### src/rtl/hazard_pkg.sv
// Shared constants and types for the pipeline hazard controller.
package hazard_pkg;

  localparam int unsigned NSTAGE_DEF = 10;

  localparam int unsigned STG_IFP  = 0;
  localparam int unsigned STG_IFR  = 1;
  localparam int unsigned STG_IDC  = 2;
  localparam int unsigned STG_IDR  = 3;
  localparam int unsigned STG_EXA  = 4;
  localparam int unsigned STG_EXB  = 5;
  localparam int unsigned STG_EXC  = 6;
  localparam int unsigned STG_MEMP = 7;
  localparam int unsigned STG_MEMR = 8;
  localparam int unsigned STG_WB   = 9;

  typedef logic [NSTAGE_DEF-1:0] stage_vec_t;

  localparam stage_vec_t MEM_MASK_DEF   = 10'b01_1111_1111;
  localparam stage_vec_t MALU_MASK_DEF  = 10'b00_0111_1111;
  localparam stage_vec_t FWD_MASK_DEF   = 10'b00_0000_0111;
  localparam stage_vec_t FLUSH_MASK_DEF = 10'b00_0000_1110;

  typedef enum logic {
    PEND_IDLE = 1'b0,
    PEND_WAIT = 1'b1
  } pend_state_e;

endpackage

### src/rtl/sat_counter.sv
// Saturating up-counter with synchronous clear.
module sat_counter #(
  parameter int unsigned W = 32
) (
  input  logic         clk,
  input  logic         rst_n,
  input  logic         inc,
  input  logic         clr,
  output logic [W-1:0] cnt_o
);

  logic [W-1:0] cnt_q;
  logic [W-1:0] cnt_d;

  always_comb begin
    cnt_d = cnt_q;
    if (clr) begin
      cnt_d = '0;
    end else if (inc && (cnt_q != {W{1'b1}})) begin
      cnt_d = cnt_q + W'(1);
    end
  end

  always_ff @(posedge clk) begin
    if (!rst_n) begin
      cnt_q <= '0;
    end else begin
      cnt_q <= cnt_d;
    end
  end

  assign cnt_o = cnt_q;

endmodule

### src/rtl/hazard_ctrl.sv
// Mask-driven stall/flush generation with a pending-redirect
// register and saturating stall/flush counters.
module hazard_ctrl
  import hazard_pkg::*;
#(
  parameter int unsigned NSTAGE  = NSTAGE_DEF,
  parameter int unsigned XLEN    = 64,
  parameter int unsigned MEM_CH  = 2,
  parameter int unsigned CNT_W   = 32,
  parameter logic [NSTAGE-1:0] MEM_MASK   = MEM_MASK_DEF,
  parameter logic [NSTAGE-1:0] MALU_MASK  = MALU_MASK_DEF,
  parameter logic [NSTAGE-1:0] FWD_MASK   = FWD_MASK_DEF,
  parameter logic [NSTAGE-1:0] FLUSH_MASK = FLUSH_MASK_DEF,
  parameter int unsigned IFP_IDX = STG_IFP
) (
  input  logic                clk,
  input  logic                rst_n,
  input  logic                branch_taken_i,
  input  logic [XLEN-1:0]     branch_target_i,
  input  logic                no_fwd_i,
  input  logic [2*MEM_CH-1:0] mem_state_i,
  input  logic                malu_busy_i,
  input  logic                perf_clr_i,
  output logic [NSTAGE-1:0]   stall_o,
  output logic [NSTAGE-1:0]   flush_o,
  output logic                nop_o,
  output logic                redirect_valid_o,
  output logic [XLEN-1:0]     redirect_target_o,
  output logic                pending_o,
  output logic [CNT_W-1:0]    stall_cnt_o,
  output logic [CNT_W-1:0]    flush_cnt_o
);

  if (IFP_IDX >= NSTAGE) begin : g_bad_ifp
    $error("hazard_ctrl: IFP_IDX must be below NSTAGE");
  end
  if ($bits(MEM_MASK) != NSTAGE || $bits(MALU_MASK) != NSTAGE ||
      $bits(FWD_MASK) != NSTAGE || $bits(FLUSH_MASK) != NSTAGE)
  begin : g_bad_mask
    $error("hazard_ctrl: mask widths must equal NSTAGE");
  end
  if (MEM_CH < 1) begin : g_bad_ch
    $error("hazard_ctrl: MEM_CH must be at least 1");
  end

  pend_state_e      state_q, state_d;
  logic [XLEN-1:0]  pend_tgt_q, pend_tgt_d;

  logic             mem_busy;
  logic             ifp_stall;
  logic             req_v;
  logic [XLEN-1:0]  req_tgt;
  logic [NSTAGE-1:0] stall_vec;

  assign mem_busy = |mem_state_i;

  always_comb begin
    stall_vec = ({NSTAGE{mem_busy}}    & MEM_MASK)
              | ({NSTAGE{malu_busy_i}} & MALU_MASK)
              | ({NSTAGE{no_fwd_i}}    & FWD_MASK);
  end

  assign ifp_stall = stall_vec[IFP_IDX];

  // A fresh branch is younger than any latched one, so it wins.
  assign req_v   = branch_taken_i | (state_q == PEND_WAIT);
  assign req_tgt = branch_taken_i ? branch_target_i : pend_tgt_q;

  always_comb begin
    state_d    = state_q;
    pend_tgt_d = pend_tgt_q;
    unique case (state_q)
      PEND_IDLE: begin
        if (branch_taken_i && ifp_stall) begin
          state_d    = PEND_WAIT;
          pend_tgt_d = branch_target_i;
        end
      end
      PEND_WAIT: begin
        if (ifp_stall) begin
          if (branch_taken_i) begin
            pend_tgt_d = branch_target_i;
          end
        end else begin
          state_d = PEND_IDLE;
        end
      end
      default: state_d = PEND_IDLE;
    endcase
  end

  always_ff @(posedge clk) begin
    if (!rst_n) begin
      state_q    <= PEND_IDLE;
      pend_tgt_q <= '0;
    end else begin
      state_q    <= state_d;
      pend_tgt_q <= pend_tgt_d;
    end
  end

  assign stall_o           = stall_vec;
  assign flush_o           = req_v ? FLUSH_MASK : '0;
  assign nop_o             = no_fwd_i;
  assign redirect_valid_o  = req_v & ~ifp_stall;
  assign redirect_target_o = req_tgt;
  assign pending_o         = (state_q == PEND_WAIT);

  sat_counter #(.W(CNT_W)) u_stall_cnt (
    .clk   (clk),
    .rst_n (rst_n),
    .inc   (ifp_stall),
    .clr   (perf_clr_i),
    .cnt_o (stall_cnt_o)
  );

  sat_counter #(.W(CNT_W)) u_flush_cnt (
    .clk   (clk),
    .rst_n (rst_n),
    .inc   (redirect_valid_o),
    .clr   (perf_clr_i),
    .cnt_o (flush_cnt_o)
  );

endmodule

### config.mk
export PLATFORM = sky130hd
export DESIGN_NAME = hazard_ctrl
export DESIGN_NICKNAME = d
export VERILOG_FILES = /design/src/rtl/hazard_pkg.sv /design/src/rtl/sat_counter.sv /design/src/rtl/hazard_ctrl.sv
export SDC_FILE = /design/constraint.sdc
export NUM_CORES = 1
export LEC_CHECK = 0
export ABC_AREA = 0
export CAP_MARGIN = 20
export CORE_UTILIZATION = 47
export CTS_CLUSTER_DIAMETER = 120
export CTS_CLUSTER_SIZE = 16
export DETAILED_ROUTE_END_ITERATION = 10
export GPL_TIMING_DRIVEN = 1
export PLACE_DENSITY = 0.84
export SKIP_LAST_GASP = 1
export SYNTH_ARGS = -nofsm -noshare
export SYNTH_HDL_FRONTEND = slang
export SYNTH_HIERARCHICAL = 1
export SYNTH_SLANG_ARGS = --single-unit
### constraint.sdc
create_clock -name clk -period 3.4 [get_ports clk]
set_input_delay 0.34 -clock clk [delete_from_list [all_inputs] [get_ports clk]]
set_output_delay 0.34 -clock clk [all_outputs]
set_load 0.005 [all_outputs]
# Yosys cells after proc, flatten, opt, wreduce, memory -nomap -nowiden
# Cells that the tools add are included.
# totals
register_bits	129
inputBits	74
out_inout_bits	151
word_cells	31
# classes
addsub	2
eq_ne	4
mux	8
bitwise_logic	7
reduce_logical	6
# op_table
op	n
$mux 64	3
$pmux 64 s2	1
$add 32x1->32 const B	2
$ne 32x32->1 const B	2
$or 9x3->9	1
$or 9x7->9	1
$mux 4	1
$ne 2x2->1 const B	2
$reduce_or 4->1	1
$logic_and 1x1->1	3
$not 1->1	3
$mux 1	2
$pmux 1 s2	1
$reduce_and 2->1	1
$reduce_or 2->1	1
$and 1x1->1	1
$or 1x1->1	1

# Depth between registers and ports, before layout
# logic_depth
depth_word	6
mapped_depth	8
ltp_nobuf	7

# Hierarchy
# The synthesis kept the hierarchy.
# by_module_without_submodules
mod	instances	cells_each	area_per_inst_um2	seq_area_each_um2
hazard_ctrl	1	376	3498.4	1301.2
sat_counter	2	203	1667.8	640.6

# Worst setup path before layout
# Ideal clock, no wire load.
# synth_timing
path_kind	input port to flip-flop
start	input mem_state_i[1]
end	register u_flush_cnt.cnt_q[18], in the netlist u_flush_cnt/cnt_o[18]
setup_time_ns	0.128
t_arrival_ns	2.749
required_ns	3.272
slack_ns	0.523
stages	8
n_path_buf	1
path_cell_list	or4_4 > or3_1 > nor2b_1 > clkbuf_1 > nand4_1 > a2111oi_0 > xnor2_1 > nor2_1
# synth_via
elab_chain_len	6
# synth_rtl
item	line_no	source
start, declared	hazard_ctrl.sv:21	input logic [2*MEM_CH-1:0] mem_state_i,
$reduce_or 4->1	hazard_ctrl.sv:55	assign mem_busy = |mem_state_i;
$or 9x7->9	hazard_ctrl.sv:59	| ({NSTAGE{malu_busy_i}} & MALU_MASK)
$or 9x3->9	hazard_ctrl.sv:60	| ({NSTAGE{no_fwd_i}} & FWD_MASK);
net stall_o[0]	hazard_ctrl.sv:24	output logic [NSTAGE-1:0] stall_o,
$not 1->1	hazard_ctrl.sv:105	assign redirect_valid_o = req_v & ~ifp_stall;
$and 1x1->1	hazard_ctrl.sv:105	
net redirect_valid_o	hazard_ctrl.sv:27	output logic redirect_valid_o,
$logic_and 1x1->1	sat_counter.sv:19	end else if (inc && (cnt_q != {W{1'b1}})) begin
end signal, assigned	sat_counter.sv:28	cnt_q <= cnt_d;
end, declared	sat_counter.sv:12	logic [W-1:0] cnt_q;
# The timed path passes the listed nets, and every way through them passes these cells.
# A chain may end at the register's enable or synchronous reset.

# Worst setup path in the final report
# layout_timing
start	input mem_state_i[1]
end	output redirect_valid_o
# layout_via
elab_chain_len	5
# layout_rtl
item	line_no
$reduce_or 4->1	hazard_ctrl.sv:55
$or 9x7->9	hazard_ctrl.sv:59
$or 9x3->9	hazard_ctrl.sv:60
$not 1->1	hazard_ctrl.sv:105
$and 1x1->1	hazard_ctrl.sv:105
end, declared	hazard_ctrl.sv:27
# No other way between the ends.

==> qor.yml <==
final_cells: 1161
grt.total_usage: 0.240
io_buffers: 216
final_area_mm2: 0.00952
post-route-drc-count: 0
internal_power_w: 0.00306
dp_slack_ns: 0.369
crit_family: "simple AND/OR/NAND/NOR gates"
seq_area_mm2: 0.00258
fin_crit_sh: 0.858
drv_slew: 0
grt_overflow: 0
final-hold-violation-count: 0
p_leak_nw: 3.53
crit_required_ns: 3.06
drv_cap: 0
final_cell_mix: "clkdlybuf4s50_1, nand2_1, dfxtp_1, mux2i_1, mux2_2"
layout_setup_ws_ns: 0.483
final.setup.tns_ns: 0
setup_violations: 0
yosysWarnings: 6
power_switching_w: 0.000853
dp.cells: 1131
synth_ff_type: "dfxtp_1"
core_mm2: 0.0140
die_x_um: 123
clockBufferDepth: 2
antenna_found_initial: 0
yosysTopAreaCellShare: 0.378
clockRootBuffer: "clkbuf_16"
cpPeakStageDelay_ns: 0.58
path_max_fanout: 8
critPathBufInv: 3
p_clk_frac: 0.470
synth.cell_area_mm2: 0.00683
synth_edf_count: 0
yosysSeqAreaShare: 0.378
htree_levels: 4
post_cts_buffers: 0
dieArea_mm2: 0.0150
drt_iter0_drc: 423
postSynthAreaPerCell_um2: 8.74
dpl-instance-area_mm2: 0.00894
maxSlewHeadroom: 0.279
async_reset_ff_frac: 0
vias: 6396
grt_max_degree: 69
finClkSkew_ns: 0.00482
clk_latency_ns: 0.41
ys_types: 43
final_core_util: 0.678
cts_buffers: 17
yosysTopAreaCell: "dfxtp_1"
layout_commonest_cell: "clkdlybuf4s50_1"
arrival_ns: 2.58
cts.clk_slew.worst_paths_ns: 0.05
place_hpwl_um: 12400
switching_share: 0.218
timing.final.crit_period_ns: 2.92
area_growth_pct: 39.3
ys_ff_latch: 129
initial_core_util: 0.487
finalWirelength_um: 17900
ir_drop_mv: 0.334
cts_resized: 0
grt_pass1_wl_um: 28700
wl_per_cell_um: 15.4
rows: 43
path_class: "primary input to output pin"
grt_setup_unrepaired: "no"
hp-class: "flip-flop to flip-flop"
grt_pass1_vias: 5945
multiInputGateArea_mm2: 0.00389
worst_slew_pin_slew_ns: 1.08
max_freq_mhz: 343
end_kind: "output pin"
outcome: "finished clean"
start_kind: "primary input"
comb_power_share: 0.124
drt-vias-per-instance: 5.51
n_antenna_cell: 0
worstPathCellList: "clkdlybuf4s50_1, or4_4, or3_1, nor2b_1, buf_4, clkdlybuf4s50_1"
drive_gt1_frac: 0.127
powerDensity_mw_per_mm2: 411
layout.nets: 1046
cts.sinks: 129
cp_common_cell: "clkdlybuf4s50_1"
ctsHoldBuffers: 0
dr.pass1.iters: 5
boundaryPins: 225
place_congestion: 0.829
postRouteAntennaNets: 0
synthTopCellsByArea: "dfxtp_1, mux2_2, mux2i_1"
cpMaxStageDelayCell: "or4_4"
power_frac_seq: 0.406
cts_tree: "yes"
fillerInstances: 1103
die_y_um: 123
synthCells: 782
## kinds of logic after synthesis
kind of cell,after synthesis,share of synthesized area
buf+inv,67,0.0568
fa+ha+maj,2,0.00366
simple gates,334,0.245
other cells,1,0.000549
xor+xnor,18,0.0231
compound gates,101,0.0910
mux,130,0.202
flops,129,0.378
## registers in the layout (all words and copies together) (netlist names)
name	cells
pend_tgt_q	64
u_flush_cnt/cnt_o	32
u_stall_cnt/cnt_o	32
pending_o	1
## cells in the mapped netlist, drive strengths merged (3+ instances only)
| master | instances |
|---|---|
| and3 | 19 |
| mux2 | 64 |
| a21oi | 42 |
| nand3 | 22 |
| nor4 | 6 |
| nor3 | 6 |
| or4 | 7 |
| nand2 | 158 |
| or2 | 8 |
| o31ai | 4 |
| a31o | 4 |
| nand2b | 4 |
| nand4 | 28 |
| inv | 4 |
| dfxtp | 129 |
| a2111oi | 4 |
| nor2 | 32 |
| nor2b | 3 |
| o31a | 3 |
| or3 | 31 |
| clkbuf | 31 |
| mux2i | 66 |
| xnor2 | 18 |
| and4 | 6 |
| o21ai | 30 |
| buf | 32 |
| a211oi | 6 |
## metrics by stage
step | power, W | hold slack [ns]
floorplan | 0.00185 | 0.432
global placement | 0.00210 | 0.439
detailed placement | 0.00210 | 0.448
CTS | 0.00395 | 0.457
global route | 0.00406 | 0.466
finish | 0.00391 | 0.455
## power groups by stage
stage | Clock [W] | Sequential [W] | Combinational [W]
after global routing | 0.00193 | 0.00160 | 0.000527
after detailed placement | 0 | 0.00162 | 0.000485
after global placement | 0 | 0.00162 | 0.000478
after CTS | 0.00187 | 0.00159 | 0.000489
after floorplan | 0 | 0.00161 | 0.000240
final | 0.00184 | 0.00159 | 0.000485
## path summary, 6_finish.rpt
path / depth (start not counted) / to / startpoint / slack [ns]
worst max-delay path: 6 / redirect_valid_o / mem_state_i[1] / 0.48
worst min-delay path: 2 / pend_tgt_q[38] / pend_tgt_q[38] / 0.46
worst max register to register: 5 / u_flush_cnt/cnt_o[9] / u_flush_cnt/cnt_o[10] / 0.96
worst min register to register: 2 / pend_tgt_q[38] / pend_tgt_q[38] / 0.46
## area by class of cell
| type | count | share of cell area |
|---|---|---|
| clock buffer | 24 | 0.0506 |
| clock inverter | 6 | 0.0110 |
| inverter | 4 | 0.00158 |
| multi-input combinational | 593 | 0.409 |
| sequential | 129 | 0.271 |
| tap | 180 | 0.0236 |
| timing repair buffer | 225 | 0.233 |
## worst register-to-register path: stages, from the launching register on
cell and delay [ns]:
dfxtp_1 0.48, nand3_2 0.18, or4_4 0.63, o31ai_4 0.71, or4_1 0.23, a21oi_1 0.06
## layer usage
metal,wire (µm),vias up,share of wire,global-route usage
li1,-,3136,-,-
met5,0,-,0,0
met4,434,0,0.024,0.109
met1,7480,2998,0.42,0.284
met2,8470,233,0.47,0.388
met3,1510,29,0.084,0.0855
Power figures use the tool's default switching activity.
